===== config.mk =====
export PLATFORM = sky130hd
export DESIGN_NAME = gat_feat_readout_flat
export DESIGN_NICKNAME = d
export VERILOG_FILES = /design/src/rtl/gat_feat_readout_if.sv /design/src/rtl/gat_feat_readout.sv /design/src/flat_wrapper.sv
export SDC_FILE = /design/constraint.sdc
export NUM_CORES = 1
export LEC_CHECK = 0
export CAP_MARGIN = 30
export CORE_ASPECT_RATIO = 0.75
export CORE_MARGIN = 5
export CORE_UTILIZATION = 63
export CTS_BUF_LIST = sky130_fd_sc_hd__clkbuf_2
export DETAILED_ROUTE_END_ITERATION = 12
export PLACE_DENSITY = 0.93
export SYNTH_ARGS = -nofsm -noshare
export SYNTH_HDL_FRONTEND = slang
export SYNTH_SLANG_ARGS = --single-unit

===== constraint.sdc =====
create_clock -name clk -period 6.7 [get_ports clk]
set_input_delay 0.67 -clock clk [delete_from_list [all_inputs] [get_ports clk]]
set_output_delay 0.67 -clock clk [all_outputs]
set_load 0.03 [all_outputs]

===== src/rtl/gat_feat_readout_if.sv =====
// rtl/gat_feat_readout_if.sv - word stream from the feature readout toward the host DMA
// Purpose: bundles the valid/ready output stream of gat_feat_readout.
// Signals:
//   m_tdata  - stream word (DATA_W bits)
//   m_tvalid - word on m_tdata is valid
//   m_tready - sink accepts the word this cycle
//   m_tlast  - word is the final one of the readout
// Modports: master (readout side), slave (DMA side).
interface gat_feat_readout_if #(
  parameter int DATA_W = 32
) ();
  logic [DATA_W-1:0] m_tdata;
  logic              m_tvalid;
  logic              m_tready;
  logic              m_tlast;

  modport master (output m_tdata, output m_tvalid, output m_tlast, input m_tready);
  modport slave  (input m_tdata, input m_tvalid, input m_tlast, output m_tready);
endinterface


===== src/rtl/gat_feat_readout.sv =====
// rtl/gat_feat_readout.sv - drains the GAT new-feature BRAM onto a valid/ready word stream
// Purpose: after GAT inference, reads num_words feature words from the BRAM read
//   port and streams them out with TLAST on the final word. A credit-limited
//   prefetch FIFO absorbs backpressure without ever overflowing.
// Ports:
//   clk, rst_n      - clock, asynchronous active-low reset
//   start           - one-cycle request, accepted only when idle
//   num_words       - word count, sampled at start (saturated to the BRAM depth)
//   gat_ready       - GAT core idle with results valid, sampled before streaming
//   busy, done      - transfer in progress / one-cycle completion pulse
//   feat_bram_addrb - byte address to the feature BRAM (word aligned)
//   feat_bram_dout  - BRAM read data
//   m_axis          - output word stream (master modport)
module gat_feat_readout #(
  parameter int NEW_FEATURE_WIDTH  = 32,
  parameter int NEW_FEATURE_DEPTH  = 43328,
  parameter int NEW_FEATURE_ADDR_W = $clog2(NEW_FEATURE_DEPTH),
  parameter int RD_LATENCY         = 1,
  parameter int FIFO_DEPTH         = 4
) (
  input  logic                          clk,
  input  logic                          rst_n,
  input  logic                          start,
  input  logic [NEW_FEATURE_ADDR_W:0]   num_words,
  input  logic                          gat_ready,
  output logic                          busy,
  output logic                          done,
  output logic [NEW_FEATURE_ADDR_W+1:0] feat_bram_addrb,
  input  logic [NEW_FEATURE_WIDTH-1:0]  feat_bram_dout,
  gat_feat_readout_if.master            m_axis
);
  localparam int AW  = NEW_FEATURE_ADDR_W;
  localparam int CW  = AW + 1;
  localparam int PW  = (FIFO_DEPTH > 1) ? $clog2(FIFO_DEPTH) : 1;
  localparam int FCW = $clog2(FIFO_DEPTH + 1);
  localparam logic [CW-1:0]  CNT_ONE = CW'(1);
  localparam logic [CW-1:0]  DEPTH_C = CW'(NEW_FEATURE_DEPTH);
  localparam logic [FCW-1:0] FULL_C  = FCW'(FIFO_DEPTH);

  typedef enum logic [1:0] {IDLE, WAIT_RDY, STREAM, FINISH} state_t;

  state_t                       state_q, state_d;
  logic [CW-1:0]                count_q, count_d;
  logic [CW-1:0]                rd_idx_q, rd_idx_d;
  logic [CW-1:0]                out_idx_q, out_idx_d;
  logic [AW+1:0]                addr_q, addr_d;
  // Stage 0 marks "address just presented"; stage RD_LATENCY marks "dout valid now".
  logic [RD_LATENCY:0]          pipe_q;
  logic [NEW_FEATURE_WIDTH-1:0] mem_q [FIFO_DEPTH];
  logic [PW-1:0]                wr_ptr_q, rd_ptr_q;
  logic [FCW-1:0]               fcnt_q, fcnt_d;
  logic                         issue, can_issue, push, pop, tvalid, tlast;
  int                           in_flight;

  function automatic logic [PW-1:0] ptr_inc(input logic [PW-1:0] p);
    return (p == PW'(FIFO_DEPTH - 1)) ? '0 : p + PW'(1);
  endfunction

  always_comb begin
    in_flight = 0;
    for (int i = 0; i <= RD_LATENCY; i++) begin
      in_flight = in_flight + int'(pipe_q[i]);
    end
  end

  // Every issued read already owns a FIFO slot, so the FIFO cannot overflow.
  assign can_issue = (rd_idx_q < count_q) && ((in_flight + int'(fcnt_q)) < FIFO_DEPTH);
  assign push      = pipe_q[RD_LATENCY];
  assign tvalid    = (fcnt_q != '0);
  assign tlast     = tvalid && (out_idx_q == count_q - CNT_ONE);
  assign pop       = tvalid && m_axis.m_tready;

  always_comb begin
    state_d   = state_q;
    count_d   = count_q;
    rd_idx_d  = rd_idx_q;
    out_idx_d = out_idx_q;
    addr_d    = addr_q;
    issue     = 1'b0;
    case (state_q)
      IDLE: begin
        if (start) begin
          count_d   = (num_words > DEPTH_C) ? DEPTH_C : num_words;
          rd_idx_d  = '0;
          out_idx_d = '0;
          state_d   = WAIT_RDY;
        end
      end
      WAIT_RDY: begin
        if (gat_ready) begin
          if (count_q == '0) begin
            state_d = FINISH;
          end else begin
            // The first read goes out on the transition so its address is
            // already on the bus in the first STREAM cycle.
            issue   = can_issue;
            state_d = STREAM;
          end
        end
      end
      STREAM: begin
        issue = can_issue;
        if (pop && tlast) state_d = FINISH;
      end
      FINISH:  state_d = IDLE;
      default: state_d = IDLE;
    endcase
    if (issue) begin
      addr_d   = {rd_idx_q[AW-1:0], 2'b00};
      rd_idx_d = rd_idx_q + CNT_ONE;
    end
    if (pop) out_idx_d = out_idx_q + CNT_ONE;
  end

  always_comb begin
    fcnt_d = fcnt_q;
    if (push && !pop) fcnt_d = fcnt_q + FCW'(1);
    else if (!push && pop) fcnt_d = fcnt_q - FCW'(1);
  end

  always_ff @(posedge clk or negedge rst_n) begin
    if (!rst_n) begin
      state_q   <= IDLE;
      count_q   <= '0;
      rd_idx_q  <= '0;
      out_idx_q <= '0;
      addr_q    <= '0;
      pipe_q    <= '0;
      wr_ptr_q  <= '0;
      rd_ptr_q  <= '0;
      fcnt_q    <= '0;
    end else begin
      state_q   <= state_d;
      count_q   <= count_d;
      rd_idx_q  <= rd_idx_d;
      out_idx_q <= out_idx_d;
      addr_q    <= addr_d;
      pipe_q    <= {pipe_q[RD_LATENCY-1:0], issue};
      fcnt_q    <= fcnt_d;
      if (push) wr_ptr_q <= ptr_inc(wr_ptr_q);
      if (pop)  rd_ptr_q <= ptr_inc(rd_ptr_q);
    end
  end

  always_ff @(posedge clk) begin
    if (push) mem_q[wr_ptr_q] <= feat_bram_dout;
  end

  a_no_overflow: assert property (@(posedge clk) disable iff (!rst_n) !(push && (fcnt_q == FULL_C)));

  // busy covers the accepting cycle so it is high from acceptance to done.
  assign busy            = ((state_q == IDLE) && start) || (state_q == WAIT_RDY) || (state_q == STREAM);
  assign done            = (state_q == FINISH);
  assign feat_bram_addrb = addr_q;
  assign m_axis.m_tvalid = tvalid;
  assign m_axis.m_tlast  = tlast;
  assign m_axis.m_tdata  = tvalid ? mem_q[rd_ptr_q] : '0;
endmodule


===== src/flat_wrapper.sv =====
// flat-port wrapper written by rule: the top's interface ports become plain ports
module gat_feat_readout_flat 
#(
  parameter int NEW_FEATURE_WIDTH  = 32,
  parameter int NEW_FEATURE_DEPTH  = 43328,
  parameter int NEW_FEATURE_ADDR_W = $clog2(NEW_FEATURE_DEPTH),
  parameter int RD_LATENCY         = 1,
  parameter int FIFO_DEPTH         = 4
)
  (clk, rst_n, start, num_words, gat_ready, busy, done, feat_bram_addrb, feat_bram_dout, m_axis_m_tdata, m_axis_m_tvalid, m_axis_m_tlast, m_axis_m_tready);
  gat_feat_readout_if #(.DATA_W(32)) m_axis_i ();
  input  logic clk;
  input  logic rst_n;
  input  logic start;
  input  logic [NEW_FEATURE_ADDR_W:0] num_words;
  input  logic gat_ready;
  output logic busy;
  output logic done;
  output logic [NEW_FEATURE_ADDR_W+1:0] feat_bram_addrb;
  input  logic [NEW_FEATURE_WIDTH-1:0] feat_bram_dout;
  output wire logic [$bits(m_axis_i.m_tdata)-1:0] m_axis_m_tdata;
  output wire logic [$bits(m_axis_i.m_tvalid)-1:0] m_axis_m_tvalid;
  output wire logic [$bits(m_axis_i.m_tlast)-1:0] m_axis_m_tlast;
  input wire logic [$bits(m_axis_i.m_tready)-1:0] m_axis_m_tready;
  assign m_axis_m_tdata = m_axis_i.m_tdata;
  assign m_axis_m_tvalid = m_axis_i.m_tvalid;
  assign m_axis_m_tlast = m_axis_i.m_tlast;
  assign m_axis_i.m_tready = m_axis_m_tready;
  gat_feat_readout #(.NEW_FEATURE_WIDTH(NEW_FEATURE_WIDTH), .NEW_FEATURE_DEPTH(NEW_FEATURE_DEPTH), .NEW_FEATURE_ADDR_W(NEW_FEATURE_ADDR_W), .RD_LATENCY(RD_LATENCY), .FIFO_DEPTH(FIFO_DEPTH)) u_core (.clk(clk), .rst_n(rst_n), .start(start), .num_words(num_words), .gat_ready(gat_ready), .busy(busy), .done(done), .feat_bram_addrb(feat_bram_addrb), .feat_bram_dout(feat_bram_dout), .m_axis(m_axis_i));
endmodule

* After elaboration in Yosys (flattened, before gate mapping)
Memories as Yosys holds them, arrays and structs flattened. Cells that the tools add are included.
Operators by class: reductions and logical operators 23, bitwise gates (word level) 0, $add $sub $neg 9, mux-type cells 20, shift-type cells 0, equal/unequal tests 9, order comparisons 3, multipliers 0, div/mod/pow operators 0
Operators with widths (count):
- 17-bit two-way mux | 5
- 17-bit by 1-bit adder with 17-bit output (second input constant) | 2
- 32-bit by 4-bit adder with 32-bit output | 1
- 32-bit by 4-bit less-than comparator with 1-bit output (second input constant) | 1
- 32-bit two-way mux | 1
- 17-bit == test | 1
- 17-bit by 16-bit greater-than comparator with 1-bit output (second input constant) | 1
- 17-bit zero test | 1
- 17-bit less-than comparator | 1
- 17-bit by 1-bit subtractor with 17-bit output (second input constant) | 1
- 2-bit two-way mux | 5
- 2-bit nonzero test | 5
- 2-bit == test (second input constant) | 4
- 2-bit case mux with 4 select lines | 1
- 1-bit logical AND | 7
- 3-bit two-way mux | 2
- 2-bit AND reduction | 3
- 1-bit two-way mux | 5
- 2-bit by 1-bit adder with 2-bit output (second input constant) | 2
- 2-bit inequality test (second input constant) | 2
- 3-bit by 1-bit adder with 3-bit output (second input constant) | 1
- 3-bit AND reduction | 1
- 3-bit nonzero test | 1
- 3-bit by 1-bit subtractor with 3-bit output (second input constant) | 1
- other kinds (7) | 9
Storage, ports and cells: bits of input ports 54, bits in registers 78, bits in writable memories 128, memory bits (read-only) 0, memories kept 1, bits in latches 0, output and inout port bits 54
Memory list:
- u_core.mem_q | depth 4, bits a word 32, rd ports 1, clocked after Yosys merged registers in 0, wr ports 1, RTL line gat_feat_readout.sv:49 | logic [NEW_FEATURE_WIDTH-1:0] mem_q [FIFO_DEPTH];

* Longest topological paths before layout
Gate-level depths: netlist of the first run.
depth in word-level cells 9, mapped depth 12, gate-level depth less buffers 10

* Least setup slack after synthesis of the first run
OpenSTA, ideal clock, no wires.
path type reg-to-output, start point reg u_core.count_q[7], end point out m_axis_m_tlast, setup slack 3.464 ns, data arrival time 2.566 ns, data required time 6.030 ns, cell stages (with the launch flop) 9, path through dfrtp_1 > or4_4 > nor4_4 > nand3_1 > xnor2_1 > nand4_1 > a21oi_1 > nand2_1 > nor3_1
Between the ends: cells in the longest elaborated chain, start to end 3
RTL lines:
- start: declaration | RTL line gat_feat_readout.sv:43 | logic [CW-1:0] count_q, count_d;
- start signal: assignment | RTL line gat_feat_readout.sv:134 | count_q <= count_d;
- 17-bit by 1-bit subtractor with 17-bit output | RTL line gat_feat_readout.sv:70 | assign tlast = tvalid && (out_idx_q == count_q - CNT_ONE);
- 17-bit == test | RTL line gat_feat_readout.sv:70
- 1-bit logical AND | RTL line gat_feat_readout.sv:70
- end: declaration | RTL line flat_wrapper.sv:23 | output wire logic [$bits(m_axis_i.m_tlast)-1:0] m_axis_m_tlast;
No other way between the ends.

* Worst setup path after layout of the first run
start point reg u_core.count_q[3], end point out m_axis_m_tlast
Same word-level chain as after synthesis.

==> flow_metrics.py, run 1 <==
metrics = {
    "status": {
        "run_status": "completed",
    },
    "setup_path": {
        "critical_path_class": "flip-flop to primary output",
        "crit_path_start_kind": "flip-flop",
        "required_ns": 6.03,
        "r2r_end": "u_core.feat_bram_addrb[13]",
        "arrival_ns": 3.74,
        "critPathMaxFanout": 7,
        "cp-end-kind": "primary output",
        "rr_worst_depth": 10,
        "reg2reg_slack_ns": 3.33,
        "startpoint": "u_core.count_q[3]",
        "crit_end": "m_axis_m_tlast",
        "reg2reg_from": "u_core.count_q[0]",
    },
    "global_routing": {
        "grt_antenna_before_repair": 1,
        "grt_pass1_vias": 6722,
        "grt_max_degree": 79,
        "grt_usage_pct": 24.3,
        "grt.overflow.total": 0,
        "grt_pass1_wl_um": 34400,
    },
    "yosys": {
        "synthDistinctLibCells": 64,
        "synth_edf_count": 128,
        "syn_avg_cell_area_um2": 13.6,
        "synthCells": 699,
        "ys.flop_type": "edfxtp_1",
        "synth_seq_area_share_pct": 60.9,
        "synth_seq_cells": 206,
        "netlist_area_um2": 9510,
        "async_reset_ff_share_pct": 37.9,
        "yosysWarnings": 0,
    },
    "cells_and_area": {
        "fin_area_um2": 11200,
        "syn_to_final_growth_pct": 18.2,
        "drive_above_1_share_pct": 16.1,
        "nNetsFinal": 922,
    },
    "placed_design": {
        "post-dp-hpwl_um": 14300,
        "place_area_um2": 10800,
        "gp_congestion": 0.908,
        "portBuffers": 105,
    },
    "die": {
        "die_w_um": 152,
        "die_area_um2": 17700,
        "row_count": 38,
        "num_io_pins": 108,
        "coreArea_um2": 14600,
        "die_h_um": 116,
        "initial_core_util_pct": 65.0,
    },
    "pwr": {
        "p_seq_share_pct": 38.2,
        "p_switching_w": 0.00175,
        "internal-power_w": 0.00272,
        "clkPwrFrac_pct": 18.4,
        "pwr-share-comb_pct": 43.5,
        "p_leak_nw": 4.35,
        "peakVddDrop_mv": 0.278,
        "swShare_pct": 39.1,
        "p_per_area_nw_per_um2": 397,
    },
    "routing": {
        "wl_per_cell_um": 19.9,
        "via_per_inst": 6.09,
        "drc_errors": 0,
        "num_vias": 6532,
        "ant_nets": 0,
        "first_pass_iters": 8,
        "drt-total-wl_um": 21300,
        "drt_iter0_drc": 541,
    },
    "sta": {
        "slew_viol_final": 0,
        "timing.final.crit_share_pct": 65.8,
        "slew_headroom_pct": 42.8,
        "rsz0062_at_grt": "false",
        "min_period_ns": 4.41,
        "hold_violations": 0,
        "fmax_mhz": 227,
        "fin_skew_ns": 0.0382,
        "fin_setup_tns_ns": 0,
        "setup_viol": 0,
        "tightest_slew_ns": 0.858,
    },
    "worst_hold_path": {
        "hold_class": "flip-flop to flip-flop",
        "hp-start": "u_core.pipe_q[0]",
    },
    "clock_tree": {
        "clkTransAtPathRegs_ns": 0.12,
        "cts_sinks": 206,
        "worstSkewPairLatency_ns": 0.74,
        "clk_path_buf_depth": 3,
        "cts_tree": "done",
        "htreeDepth": 2,
        "cts_setup_buffers": 0,
        "cts-root-buf": "clkbuf_2",
        "cts_made_buffers": 48,
    },
    "flow_run": {
        "drv_cap": 0,
    },
}
==> worst min path at each step <==
stage / cells after the start / to / slack [ns]
2_1_floorplan: 0 / u_core.pipe_q[1] / 0.36
3_3_place_gp: 0 / u_core.pipe_q[1] / 0.37
3_5_place_dp: 0 / u_core.pipe_q[1] / 0.38
4_1_cts: 2 / u_core.out_idx_q[2] / 0.15
5_1_grt: 3 / u_core.out_idx_q[2] / 0.38
6_report: 0 / u_core.pipe_q[1] / 0.41
==> final cells by class <==
type,instances,area (um^2)
clock inverters,6,53.8
flip-flops and latches,206,5800
clock buffers,79,395
inverters,30,113
well taps,200,250
diodes,1,2.50
repair buffers,115,1140
multi-input cells,435,3490
fillers,909,3400
==> critical path, stage by stage, from the launching register on <==
cell,delay [ns]
dfrtp_1,0.46
or3_1,0.53
nor2_2,0.29
and3_1,0.27
xor2_1,0.14
o21ai_0,0.09
o21ai_1,0.21
nand2_1,0.08
nor3_1,0.22
clkdlybuf4s50_1,0.71
==> cells in the mapped netlist (8+ instances only) <==
master      n  area, um^2
a21oi_1    10        50.1
a221o_1    12         120
a22o_1      8        70.1
and2_1     39         244
clkbuf_1   19        71.3
dfrtp_1    78        1950
edfxtp_1  128        3840
ha_1       31         388
inv_1      28         105
mux2_1     16         180
mux4_2     32         721
nand2_1    44         165
nand3_1    27         135
nor2_1     32         120
nor3_1     28         140
o21ai_0    25         125
o21ai_1    11        55.1
xnor2_1    16         140
xor2_1      8        70.1
==> power groups by stage <==
stage / clock network [W] / logic (W) / registers, W
finish: 0.000821 / 0.00194 / 0.00170
CTS: 0.000843 / 0.00195 / 0.00170
global placement: 0 / 0.00187 / 0.00170
detailed placement: 0 / 0.00193 / 0.00172
global route: 0.000911 / 0.00209 / 0.00172
floorplan: 0 / 0.00131 / 0.00168
==> stage by stage <==
step / hold slack, ns / utilization, % / instances / power, W / worst slack [ns]
after floorplan: 0.360 / - / 700 / 0.00300 / 3.46
final: 0.408 / 76.8 / 1072 / 0.00447 / 2.29
after CTS: 0.152 / 76.5 / 1069 / 0.00449 / 2.23
after global placement: 0.366 / 73.5 / 984 / 0.00357 / 3.14
after detailed placement: 0.383 / 73.5 / 984 / 0.00366 / 3.06
after global routing: 0.377 / 76.8 / 1072 / 0.00472 / 2.04
==> repair_timing <==
action                                 CTS  global route
hold buffers                             0             1
resized for setup                        0             0
endpoints found under the hold margin    0            16
==> kinds of logic after synthesis <==
logic type,count (synthesis),share of synthesized area [%]
adder cells (fa/ha/maj),32,4.29
other,1,0.0394
buffers and inverters,59,2.46
multiplexers,52,9.97
AND/OR/NAND/NOR,218,12.1
flip-flops,206,60.9
AO/OA/AOI/OAI,107,8.05
XOR/XNOR,24,2.21
==> sequential cells by signal, summed over array words and instances (netlist names) <==
name,cells
u_core.mem_q,128
u_core.count_q,17
u_core.out_idx_q,17
u_core.rd_idx_q,17
u_core.feat_bram_addrb,16
u_core.fcnt_q,3
u_core.pipe_q,2
u_core.rd_ptr_q,2
u_core.state_q,2
u_core.wr_ptr_q,2
==> cells in the final DEF (no fill, tap or decap), types with 3 or more instances in the layout <==
| master | n |
|---|---|
| and3_1 | 7 |
| nor4_1 | 4 |
| nor4b_1 | 6 |
| a211o_1 | 3 |
| a211oi_1 | 4 |
| xor2_1 | 8 |
| a21oi_1 | 10 |
| a31oi_1 | 5 |
| buf_4 | 8 |
| mux2_1 | 16 |
| mux4_2 | 32 |
| dfrtp_1 | 77 |
| ha_1 | 31 |
| a22o_1 | 8 |
| a21o_1 | 4 |
| o21ai_1 | 11 |
| inv_1 | 28 |
| or2_2 | 3 |
| or3_1 | 6 |
| nor3_1 | 28 |
| a2bb2oi_1 | 5 |
| clkdlybuf4s50_1 | 104 |
| xnor2_1 | 16 |
| nand2_1 | 44 |
| o21ai_0 | 25 |
| nand3_1 | 27 |
| clkbuf_2 | 79 |
| o211ai_1 | 4 |
| clkinv_1 | 4 |
| nor2_1 | 31 |
| nor2b_1 | 5 |
| edfxtp_1 | 128 |
| and2_1 | 38 |
| nand4_1 | 7 |
| a221o_1 | 12 |
==> layer usage <==
layer  global-route usage (%)  part of all wire [%]  wire length [um]
met5                        0                     0                 0
met4                     7.43                   1.6               338
met3                     4.33                   6.6              1410
met2                     40.7                    50             10600
met1                     33.5                    42              8930
No activity file was read; power rests on OpenSTA's default activity.
==> inputs of run 2 (changes only) <==
--- a/config.mk
+++ b/config.mk
@@ -8,10 +8,10 @@
 export CAP_MARGIN = 30
 export CORE_ASPECT_RATIO = 0.75
 export CORE_MARGIN = 5
-export CORE_UTILIZATION = 63
+export CORE_UTILIZATION = 53
 export CTS_BUF_LIST = sky130_fd_sc_hd__clkbuf_2
 export DETAILED_ROUTE_END_ITERATION = 12
-export PLACE_DENSITY = 0.93
+export PLACE_DENSITY = 0.84
 export SYNTH_ARGS = -nofsm -noshare
 export SYNTH_HDL_FRONTEND = slang
 export SYNTH_SLANG_ARGS = --single-unit
==> constraint.sdc (replaced) <==
create_clock -name clk -period 3.9 [get_ports clk]
set_input_delay 0.39 -clock clk [delete_from_list [all_inputs] [get_ports clk]]
set_output_delay 0.39 -clock clk [all_outputs]
set_load 0.03 [all_outputs]
==> run 2 against run 1 <==
Combinational power grew 70%. Sequential power is 74% higher. Count of clock-buffer cells in the layout fell by 11. Power grew 69%. Largest power group unchanged. Clock power up 57%. First-iteration DRC count is 9.8% lower. Highest routed layer unchanged. Worst hold slack got worse by 0.34 ns. Clock skew rose by 0.0026 ns.
==> flow_metrics.py, run 2 (synthesized netlist as in run 1, its figures left out) <==
metrics = {
    "status": {
        "run_status": "completed",
    },
    "die": {
        "initial_core_util_pct": 53.9,
        "die_area_um2": 20800,
        "row_count": 42,
        "num_io_pins": 108,
        "die_h_um": 126,
        "die_w_um": 165,
        "coreArea_um2": 17700,
    },
    "routing": {
        "drt_iter0_drc": 488,
        "ant_nets": 0,
        "via_per_inst": 5.69,
        "drc_errors": 0,
        "first_pass_iters": 5,
        "num_vias": 6372,
        "drt-total-wl_um": 20200,
        "wl_per_cell_um": 18.0,
    },
    "clock_tree": {
        "cts_made_buffers": 49,
        "cts_tree": "done",
        "worstSkewPairLatency_ns": 0.74,
        "cts_setup_buffers": 0,
        "clkTransAtPathRegs_ns": 0.11,
        "cts_sinks": 206,
        "htreeDepth": 2,
        "cts-root-buf": "clkbuf_2",
        "clk_path_buf_depth": 3,
    },
    "pwr": {
        "peakVddDrop_mv": 0.398,
        "p_leak_nw": 4.34,
        "p_per_area_nw_per_um2": 668,
    },
    "global_routing": {
        "grt_max_degree": 60,
        "grt_antenna_before_repair": 1,
        "grt_pass1_vias": 6369,
        "grt.overflow.total": 0,
        "grt_usage_pct": 19.8,
        "grt_pass1_wl_um": 32700,
    },
    "sta": {
        "fin_setup_tns_ns": 0,
        "setup_viol": 0,
        "hold_violations": 0,
        "fin_skew_ns": 0.0408,
        "slew_viol_final": 0,
        "fmax_mhz": 275,
        "rsz0062_at_grt": "false",
        "tightest_slew_ns": 0.671,
        "timing.final.crit_share_pct": 93.2,
        "min_period_ns": 3.63,
        "slew_headroom_pct": 55.3,
    },
    "setup_path": {
        "critical_path_class": "flip-flop to primary output",
        "cp-end-kind": "primary output",
        "rr_worst_depth": 8,
        "cp_cell_sequence": "or3_1, nor3_1, nand3_1, o21ai_0, o211ai_1, a21oi_1, nand2_1, nor3_1, buf_4",
        "path_buf_inv": 1,
        "max_stage_delay_ns": 0.55,
        "cp_num_cells": 9,
        "required_ns": 3.51,
        "crit_path_top_delay_cell": "or3_1",
        "crit_top_cell": "nor3_1",
        "crit_path_start_kind": "flip-flop",
        "cp_top_family": "simple AND/OR/NAND/NOR gates",
        "arrival_ns": 3.24,
        "critPathMaxFanout": 6,
    },
    "cells_and_area": {
        "final_common_cell": "edfxtp_1",
        "syn_to_final_growth_pct": 18.8,
        "finalNonFillerCells": 1119,
        "nNetsFinal": 927,
        "largest_register_ffs": 128,
        "final.fill_count": 1379,
        "drive_above_1_share_pct": 15.6,
        "mostFrequentLayoutCells": "128 x edfxtp_1, 103 x clkdlybuf4s50_1, 76 x dfrtp_1, 68 x clkbuf_2, 44 x nand2_1",
        "regMostFlops": "u_core.mem_q",
    },
    "placed_design": {
        "gp_congestion": 0.914,
        "place_inst": 1031,
        "portBuffers": 105,
        "post-dp-hpwl_um": 13800,
    },
    "worst_hold_path": {
        "hold_class": "input pin to asynchronous set/reset pin",
    },
    "flow_run": {
        "drv_cap": 0,
    },
}
run 2: layer usage:
layer  vias to the layer above  GRT usage, %  wire [um]
met2                       246          29.5       9180
met5                         -             0          0
met1                      3120          28.9       9070
met3                        44          5.29       1530
li1                       2962             -          -
met4                         0          5.87        377
run 2: stage by stage:
step / instance area (um^2) / util, % / hold slack, ns / setup WS [ns] / power, W
after detailed placement: 10900 / 61.6 / 0.304 / 0.535 / 0.00631
final: 11300 / 64.0 / 0.0721 / 0.265 / 0.00755
after CTS: 11300 / 64.0 / 0.0154 / 0.00394 / 0.00762
after floorplan: 9520 / - / 0.0944 / 0.944 / 0.00515
after global routing: 11300 / 64.0 / 0.0458 / 0.00813 / 0.00804
after global placement: 10800 / 61.4 / 0.374 / 0.567 / 0.00623
run 2: power breakdown:
part,leakage [nW],internal (W),switching (W)
sequential,2.19,0.00265,0.000310
clock,0.315,0.000474,0.000813
combinational,1.84,0.00146,0.00184
total,4.34,0.00459,0.00296
run 2: worst reg2reg max path: cells and delay by family, from the launching register on:
family	cells	cell delay [ns]
and+or+nand+nor	4	1.16
AOI/OAI and AO/OA	2	0.73
DFF	1	0.45
muxes	1	0.35
buffers and inverters	1	0.23
run 2: final cells by class:
type                    instances  area (um^2)  share of cell area (%)
multi-input cells             435         3490                    30.9
well taps                     242          303                    2.68
diodes                          1         2.50                  0.0221
inverters                      30          113                   0.996
flip-flops and latches        206         5800                    51.3
clock inverters                18         78.8                   0.697
clock buffers                  68          340                    3.01
repair buffers                119         1170                    10.4
run 2: worst paths after layout:
check,start,end,slack [ns]
min in group clk,feat_bram_dout[3],u_core.mem_q[0][3],0.28
worst min register to register,u_core.pipe_q[0],u_core.pipe_q[1],0.40
max in group asynchronous,rst_n,u_core.fcnt_q[1],3.22
worst max register to register,u_core.count_q[3],u_core.feat_bram_addrb[6],0.83
worst max-delay path,u_core.count_q[3],m_axis_m_tlast,0.27
worst min-delay path,rst_n,u_core.count_q[14],0.07
run 2: repair_timing:
action                                  CTS  global route
cloned                                    0             0
endpoints found under the hold margin    78             0
gates resized for setup                   2             7
pin swaps                                 0             1
endpoints found under the setup margin    1             1
hold buffers                              1             0
==> inputs of run 3 (changes only) <==
--- a/config.mk
+++ b/config.mk
@@ -5,6 +5,7 @@
 export SDC_FILE = /design/constraint.sdc
 export NUM_CORES = 1
 export LEC_CHECK = 0
+export ABC_AREA = 0
 export CAP_MARGIN = 30
 export CORE_ASPECT_RATIO = 0.75
 export CORE_MARGIN = 5
@@ -12,6 +13,7 @@
 export CTS_BUF_LIST = sky130_fd_sc_hd__clkbuf_2
 export DETAILED_ROUTE_END_ITERATION = 12
 export PLACE_DENSITY = 0.84
+export SKIP_CTS_REPAIR_TIMING = 1
 export SYNTH_ARGS = -nofsm -noshare
 export SYNTH_HDL_FRONTEND = slang
 export SYNTH_SLANG_ARGS = --single-unit
==> run 3 against run 2 <==
Cell count did not move. Worst setup slack stayed put. Sequential cell count did not move. Global-route usage hardly changed. First-iteration DRC count unchanged. Register-to-register slack barely moved. Sequential power is essentially flat. Clock skew unchanged. Combinational power about the same. Critical path depth did not move. Power stayed put. Critical endpoint unchanged.
==> flow_metrics.py, run 3 (synthesized netlist as in run 1, its figures left out) <==
metrics = {
    "clock_tree": {
        "cts_made_buffers": 49,
        "worstSkewPairLatency_ns": 0.74,
        "cts_sinks": 206,
        "cts-root-buf": "clkbuf_2",
        "cts_tree": "done",
        "htreeDepth": 2,
        "clkTransAtPathRegs_ns": 0.11,
        "clk_path_buf_depth": 3,
    },
    "setup_path": {
        "max_stage_delay_ns": 0.55,
        "cp_cell_sequence": "or3_1, nor3_1, nand3_1, o21ai_0, o211ai_1, a21oi_1, nand2_1, nor3_1, buf_4",
        "crit_path_top_delay_cell": "or3_1",
        "cp-end-kind": "primary output",
        "startpoint": "u_core.count_q[3]",
        "critPathMaxFanout": 6,
        "arrival_ns": 3.24,
        "critical_path_class": "flip-flop to primary output",
        "crit_top_cell": "nor3_1",
        "crit_path_start_kind": "flip-flop",
        "required_ns": 3.51,
        "reg2reg_from": "u_core.count_q[3]",
    },
    "pwr": {
        "peakVddDrop_mv": 0.398,
        "fin_total_pwr_w": 0.00755,
        "p_leak_nw": 4.34,
        "p_per_area_nw_per_um2": 668,
    },
    "sta": {
        "fmax_mhz": 275,
        "slew_headroom_pct": 55.3,
        "fin_skew_ns": 0.0408,
        "slew_viol_final": 0,
        "setup_viol": 0,
        "fin_ws_ns": 0.265,
        "rsz0062_at_grt": "false",
        "timing.final.crit_share_pct": 93.2,
        "hold_violations": 0,
        "tightest_slew_ns": 0.671,
        "min_period_ns": 3.63,
    },
    "cells_and_area": {
        "largest_register_ffs": 128,
        "final.fill_count": 1380,
        "syn_to_final_growth_pct": 18.8,
        "mostFrequentLayoutCells": "128 x edfxtp_1, 103 x clkdlybuf4s50_1, 76 x dfrtp_1, 68 x clkbuf_2, 44 x nand2_1",
        "regMostFlops": "u_core.mem_q",
        "fin_util_pct": 64.0,
        "fin_area_um2": 11300,
        "nNetsFinal": 927,
        "final_common_cell": "edfxtp_1",
        "drive_above_1_share_pct": 15.6,
    },
    "placed_design": {
        "place_area_um2": 10900,
        "portBuffers": 105,
        "post-dp-hpwl_um": 13800,
        "gp_congestion": 0.914,
        "place_ws_ns": 0.535,
    },
    "global_routing": {
        "grt_antenna_before_repair": 1,
        "grt_max_degree": 60,
        "grt_usage_pct": 19.8,
        "grt.overflow.total": 0,
        "grt_pass1_vias": 6362,
        "grt_pass1_wl_um": 32700,
    },
    "routing": {
        "drc_errors": 0,
        "drt-total-wl_um": 20200,
        "num_vias": 6372,
        "wl_per_cell_um": 18.0,
        "drt_iter0_drc": 488,
        "via_per_inst": 5.69,
        "first_pass_iters": 5,
        "ant_nets": 0,
    },
    "worst_hold_path": {
        "hold_class": "input pin to asynchronous set/reset pin",
    },
    "die": {
        "die_area_um2": 20800,
        "row_count": 42,
        "coreArea_um2": 17700,
        "initial_core_util_pct": 53.9,
        "num_io_pins": 108,
        "die_w_um": 165,
        "die_h_um": 126,
    },
    "flow_run": {
        "drv_cap": 0,
    },
    "status": {
        "run_status": "completed",
    },
}
==> run 3: cell counts in the layout (fill, tap and decap cells not counted) <==
No cell type changed its count.
==> run 3: worst max-delay path: cells and delay by family (launching register included) <==
kind	cells	cell delay, ns
simple gates	5	1.45
flops	1	0.45
compound gates	3	0.38
buf+inv	1	0.20
==> run 3: path summary, 6_finish.rpt <==
| path | endpoint | slack [ns] | depth (start not counted) |
|---|---|---|---|
| max | m_axis_m_tlast | 0.27 | 9 |
| min | u_core.count_q[14] | 0.07 | 2 |
| min reg2reg | u_core.pipe_q[1] | 0.40 | 0 |
| max reg2reg | u_core.feat_bram_addrb[6] | 0.83 | 8 |
| min in group clk | u_core.mem_q[0][3] | 0.28 | 1 |
| max in group asynchronous | u_core.fcnt_q[1] | 3.22 | 3 |
==> run 3: through the flow <==
step,instances,hold WS (ns),setup TNS (ns)
after detailed placement,1031,0.304,0
after floorplan,700,0.0944,0
final,1119,0.0729,0
after CTS,1117,-0.528,-0.303
after global placement,1030,0.374,0
after global routing,1119,0.0449,0
==> run 3: power by group <==
| part | switching (W) | internal [W] |
|---|---|---|
| Clock | 0.000813 | 0.000474 |
| Sequential | 0.000310 | 0.00265 |
| Combinational | 0.00184 | 0.00146 |
==> run 3: metal layers <==
metal / vias up / GRT usage [%] / wire length, um
li1: 2962 / - / -
met1: 3120 / 28.9 / 9070
met2: 246 / 29.5 / 9180
met3: 44 / 5.29 / 1530
met4: 0 / 5.87 / 377
met5: - / 0 / 0
==> run 3: cell type report <==
type / count / area (um^2) / area share [%]
Multi-Input combinational cell: 435 / 3490 / 30.9
Inverter: 30 / 113 / 0.996
Antenna cell: 1 / 2.50 / 0.0221
Tap cell: 242 / 303 / 2.68
Clock buffer: 68 / 340 / 3.01
Sequential cell: 206 / 5800 / 51.3
Timing Repair Buffer: 119 / 1170 / 10.4
Clock inverter: 18 / 78.8 / 0.697
